### src/rtl/phy_cfg_supervisor.sv
// phy_cfg_supervisor
// Drives the MDIO engine's start/read pulses, samples the returned control
// register word, decodes link configuration status and rewrites the
// configuration after RETRY_MAX consecutive bad read-backs.
// Optional feature macro: PHY_CFG_SUP_IRQ_EN adds irq/irq_clr.
module phy_cfg_supervisor #(
    parameter int unsigned POLL_PERIOD = 1000000,
    parameter int unsigned CMD_WAIT    = 48,
    parameter int unsigned PULSE_LEN   = 2,
    parameter int unsigned RETRY_MAX   = 3,
    parameter logic [15:0] EXP_MASK    = 16'h1C00,
    parameter logic [15:0] EXP_VALUE   = 16'h1000
) (
    input  logic        clock,
    input  logic        reset,
    input  logic        enable,
    input  logic [15:0] mdio_data,
`ifdef PHY_CFG_SUP_IRQ_EN
    input  logic        irq_clr,
    output logic        irq,
`endif
    output logic        mdio_start,
    output logic        mdio_read,
    output logic        busy,
    output logic        cfg_ok,
    output logic [1:0]  speed,
    output logic        duplex,
    output logic [15:0] reg_value,
    output logic        sample_valid,
    output logic [7:0]  rewrite_cnt
);

    typedef enum logic [2:0] {
        BOOT, IDLE, WR_PULSE, WR_WAIT, RD_PULSE, RD_WAIT, CHECK, POLL_WAIT
    } state_t;

    state_t      state_reg, state_next;
    logic [31:0] cnt_reg, cnt_next;
    logic [31:0] fail_reg, fail_next;

    logic        mdio_start_reg;
    logic        mdio_read_reg;
    logic        busy_reg;
    logic        cfg_ok_reg;
    logic [1:0]  speed_reg;
    logic        duplex_reg;
    logic [15:0] reg_value_reg;
    logic        sample_valid_reg;
    logic [7:0]  rewrite_cnt_reg;

    // Per-bit comparison of the read word against the expected configuration;
    // bits outside the mask always compare good.
    logic [15:0] bit_ok;
    logic        match;

    genvar gi;
    generate
        for (gi = 0; gi < 16; gi++) begin : g_match
            assign bit_ok[gi] = ~EXP_MASK[gi] | (mdio_data[gi] ~^ EXP_VALUE[gi]);
        end
    endgenerate

    assign match = &bit_ok;

    // Next-state logic; the cycle counter restarts on every state change.
    always_comb begin
        state_next = state_reg;
        fail_next  = fail_reg;
        case (state_reg)
            BOOT:      if (cnt_reg == CMD_WAIT - 1) state_next = IDLE;
            IDLE:      if (enable) state_next = WR_PULSE;
            WR_PULSE:  if (cnt_reg == PULSE_LEN - 1) state_next = WR_WAIT;
            WR_WAIT:   if (cnt_reg == CMD_WAIT - PULSE_LEN - 1) state_next = RD_PULSE;
            RD_PULSE:  if (cnt_reg == PULSE_LEN - 1) state_next = RD_WAIT;
            RD_WAIT:   if (cnt_reg == CMD_WAIT - PULSE_LEN - 1) state_next = CHECK;
            CHECK: begin
                if (match) begin
                    fail_next  = '0;
                    state_next = POLL_WAIT;
                end else if (fail_reg == RETRY_MAX - 1) begin
                    fail_next  = '0;
                    state_next = WR_PULSE;
                end else begin
                    fail_next  = fail_reg + 32'd1;
                    state_next = POLL_WAIT;
                end
                // Transaction is complete here, so a dropped enable parks us.
                if (!enable) state_next = IDLE;
            end
            POLL_WAIT: begin
                if (!enable) state_next = IDLE;
                else if (cnt_reg == POLL_PERIOD - 1) state_next = RD_PULSE;
            end
            default:   state_next = BOOT;
        endcase
        cnt_next = (state_next == state_reg) ? cnt_reg + 32'd1 : '0;
    end

    // State, cycle counter and mismatch counter registers.
    always_ff @(posedge clock) begin
        if (reset) begin
            state_reg <= BOOT;
            cnt_reg   <= '0;
            fail_reg  <= '0;
        end else begin
            state_reg <= state_next;
            cnt_reg   <= cnt_next;
            fail_reg  <= fail_next;
        end
    end

    // Registered outputs, derived from the upcoming state so pulses align with it.
    always_ff @(posedge clock) begin
        if (reset) begin
            mdio_start_reg   <= 1'b0;
            mdio_read_reg    <= 1'b0;
            busy_reg         <= 1'b0;
            cfg_ok_reg       <= 1'b0;
            speed_reg        <= 2'b00;
            duplex_reg       <= 1'b0;
            reg_value_reg    <= 16'h0000;
            sample_valid_reg <= 1'b0;
            rewrite_cnt_reg  <= 8'h00;
        end else begin
            mdio_start_reg   <= (state_next == WR_PULSE);
            mdio_read_reg    <= (state_next == RD_PULSE);
            busy_reg         <= (state_next == WR_PULSE) || (state_next == WR_WAIT) ||
                                (state_next == RD_PULSE) || (state_next == RD_WAIT) ||
                                (state_next == CHECK);
            sample_valid_reg <= (state_reg == CHECK);
            if (state_reg == CHECK) begin
                reg_value_reg <= mdio_data;
                speed_reg     <= {mdio_data[6], mdio_data[13]};
                duplex_reg    <= mdio_data[8];
                cfg_ok_reg    <= match;
            end
            if ((state_next == WR_PULSE) && (state_reg != WR_PULSE) &&
                (rewrite_cnt_reg != 8'hFF)) begin
                rewrite_cnt_reg <= rewrite_cnt_reg + 8'd1;
            end
        end
    end

    assign mdio_start   = mdio_start_reg;
    assign mdio_read    = mdio_read_reg;
    assign busy         = busy_reg;
    assign cfg_ok       = cfg_ok_reg;
    assign speed        = speed_reg;
    assign duplex       = duplex_reg;
    assign reg_value    = reg_value_reg;
    assign sample_valid = sample_valid_reg;
    assign rewrite_cnt  = rewrite_cnt_reg;

`ifdef PHY_CFG_SUP_IRQ_EN
    logic irq_reg;

    // Latch a loss of good configuration until acknowledged; a new loss beats the clear.
    always_ff @(posedge clock) begin
        if (reset) begin
            irq_reg <= 1'b0;
        end else if ((state_reg == CHECK) && cfg_ok_reg && !match) begin
            irq_reg <= 1'b1;
        end else if (irq_clr) begin
            irq_reg <= 1'b0;
        end
    end

    assign irq = irq_reg;
`endif

endmodule

### config.mk
export PLATFORM = sky130hd
export DESIGN_NAME = phy_cfg_supervisor
export DESIGN_NICKNAME = d
export VERILOG_FILES = /design/src/rtl/phy_cfg_supervisor.sv
export SDC_FILE = /design/constraint.sdc
export NUM_CORES = 1
export LEC_CHECK = 0
export ABC_AREA = 1
export CAP_MARGIN = 20
export CORE_ASPECT_RATIO = 1.2
export CORE_MARGIN = 10
export CORE_UTILIZATION = 58
export CTS_BUF_LIST = sky130_fd_sc_hd__clkbuf_4
export CTS_CLUSTER_DIAMETER = 200
export DETAILED_ROUTE_END_ITERATION = 10
export HOLD_SLACK_MARGIN = 0.03
export PLACE_DENSITY = 0.87
export SLEW_MARGIN = 40
export SYNTH_ARGS = -nofsm -noshare
export SYNTH_HDL_FRONTEND = slang
export SYNTH_SLANG_ARGS = --single-unit
### constraint.sdc
create_clock -name clock -period 4.4 [get_ports clock]
set_input_delay 0.88 -clock clock [delete_from_list [all_inputs] [get_ports clock]]
set_output_delay 0.88 -clock clock [all_outputs]
set_load 0.03 [all_outputs]
==> out/metrics.cfg <==
[layout]
ff_latch_area_sq_mm=0.001922
layout_common_cells=nand2_1, nor2_1, dfxtp_1
utilization_pct=67.55
syn2layout_area_growth_pct=13.20
nets=824
drive_gt1_share_pct=7.081
fillers=742
final_common_cell=nand2_1
diodes=0
multi_input_area_sq_mm=0.002755

[synth]
ys.flop_type=dfxtp_1
synth_area_leader_cell=dfxtp_1
async_flop_share_pct=0
synth-edff-count=0
synthesis.area_sq_mm=0.005139
yosys_warnings=0
netlist_instances=755
synth.area.top_cells=dfxtp_1, nand2_1, nor2_1
synth_cell_type_count=41
syn_area_per_cell_sq_um=6.806
syn_nets=779
ys_ff_latch=96
netlist.area_leader.share_pct=37.40
yosysSeqAreaShare_pct=37.40

[clock_tree]
cts_tree=built
cts.sinks=96
root_buffer=clkbuf_4
clk_pin_slew_ns=0.16
clk_latency_ns=0.46
cts.path.max_buffers=2
post_cts_resized=0
hold_buffers=0
cts.htree.levels=3
cts_setup_buffers=0
cts_buffers=9

[die]
initial_core_util_pct=59.68
ios=51
die_x_um=105.9
die_area_sq_mm=0.01304
num_rows=37
core_sq_mm=0.008611
die_h_um=123.1

[timing]
hold_viol=0
setup_ws_ns=1.547
min_period_ns=2.853
tightestPinTransition_ns=0.6510
fmax_mhz=350.5
tns_ns=0
rsz0062_at_grt=false
hold-worst-slack_ns=0.4765
slew_headroom_pct=56.44
slew_viol_final=0
period_share_pct=64.84
finalClockSkew_ns=0.02549
setup_viol=0

[placement]
io_buffers=50
dp_hpwl_mm=9.549
place_congestion=0.9299
dp_slack_ns=1.255

[power]
finalPower_mw=1.366
ir_drop_mv=0.1932
p_leak_nw=2.186
cellPowerDensity_mw_per_mm2=234.8

[drt]
vias=4973
top_layer=met4
dr.pass1.iters=5
drc=0
drt-initial-drc-count=259
met1_length_mm=5.038
ant_nets=0
wl_met3_um=695
totalWireLength_mm=12.53
post_drt_wl_per_cell_um=13.59
route.met2.wl_mm=6.608
vias_per_cell=5.394

[worst_setup_path]
ff2ff_path_depth=11
crit_fanout=35
timing.critical_path.buf_inv=4
crit_arrival_ns=3.22
r2r-end=cnt_reg[11]
worstPathCellList=inv_2 > nand3_2 > buf_4 > clkinv_1 > buf_4 > a21oi_1 > nand2_1 > nand2_2 > xor2_2 > nand4_4 > nor2_1
crit_slowest_cell=dfxtp_1
path_class=reg2reg
r2r_slack_ns=1.55
endpoint_kind=register
crit_path_start_kind=register
slowest_delay_ns=0.59
crit_path_start=state_reg[0]
crit_family=simple AND/OR/NAND/NOR gates
worstPathRequired_ns=4.77
crit_path_frequent_cell=buf_4
r2r_start=state_reg[0]

[global_routing]
grt_overflow_total=0
grt_pass1_vias=4809
grt_max_degree=36
antenna_found_initial=0
grt_util_all_layers_pct=19.05
grt_pass1_wl_mm=21.05

[hold_path]
whs_path_depth=2
holdPathEnd=reg_value[0]
worstHoldPathType=reg2reg
hold_path_startpoint=reg_value[0]

[status]
status=complete, no violations

[flow_run]
maxCapViolations=0

==> metrics by stage <==
| step | area, sq um | cells |
|---|---|---|
| 2_1_floorplan | 5139 | 755 |
| 3_3_place_gp | 5695 | 906 |
| 3_5_place_dp | 5695 | 906 |
| 4_1_cts | 5817 | 922 |
| 5_1_grt | 5817 | 922 |
| 6_report | 5817 | 922 |
==> cell type report <==
cell class / count / share of cell area (%)
clock buffers: 9 / 1.162
well taps: 117 / 2.517
multi-input cells: 548 / 47.36
inverters: 91 / 5.872
clock inverters: 7 / 0.9249
repair buffers: 54 / 9.120
flip-flops and latches: 96 / 33.04
==> cells by family (layout without fill, tap and decap cells) <==
logic type	Yosys count	after routing	synth area share, %
buffers and inverters	111	161	8.984
flip-flops	96	96	37.40
adder cells (fa/ha/maj)	5	5	1.217
AND/OR/NAND/NOR	431	431	37.94
XOR/XNOR	32	32	5.600
AO/OA/AOI/OAI	80	80	8.863
==> worst max path at each step <==
stage	slack, ns	cells past startpoint	endpoint
after floorplan	2.33	10	cnt_reg[10]
after global placement	1.36	11	cnt_reg[17]
after detailed placement	1.26	11	cnt_reg[11]
after CTS	1.52	11	cnt_reg[11]
after global routing	1.26	11	cnt_reg[13]
final	1.55	11	cnt_reg[11]
==> synth_stat cells, drive strengths merged, types with 6 or more instances <==
cell / count
xnor2: 6
inv: 89
nor4: 7
nor2: 162
nor3: 25
a211oi: 8
nand2: 163
dfxtp: 96
clkbuf: 9
a21oi: 39
nand4: 25
buf: 11
o21ai: 23
xor2: 26
nand3: 41
==> report_power, final <==
| part | switching [mW] | total [mW] | internal, mW | leakage [nW] |
|---|---|---|---|---|
| combinational | 0.0272 | 0.0504 | 0.0232 | 1.35 |
| clock | 0.317 | 0.439 | 0.123 | 0.0663 |
| sequential | 0.00351 | 0.876 | 0.872 | 0.773 |
| total | 0.347 | 1.37 | 1.02 | 2.19 |
==> tightest hold or removal path, cell delays in order, from the launching register on <==
cell	delay, ns
dfxtp_1	0.34
nand2_1	0.06
a21oi_1	0.05
==> layer usage <==
metal  up-vias  GRT usage (%)
met5         -              0
met4         0          6.780
met3        20          3.592
met2       160          35.14
met1      2275          21.45
li1       2518              -
Power figures use the tool's default switching activity.
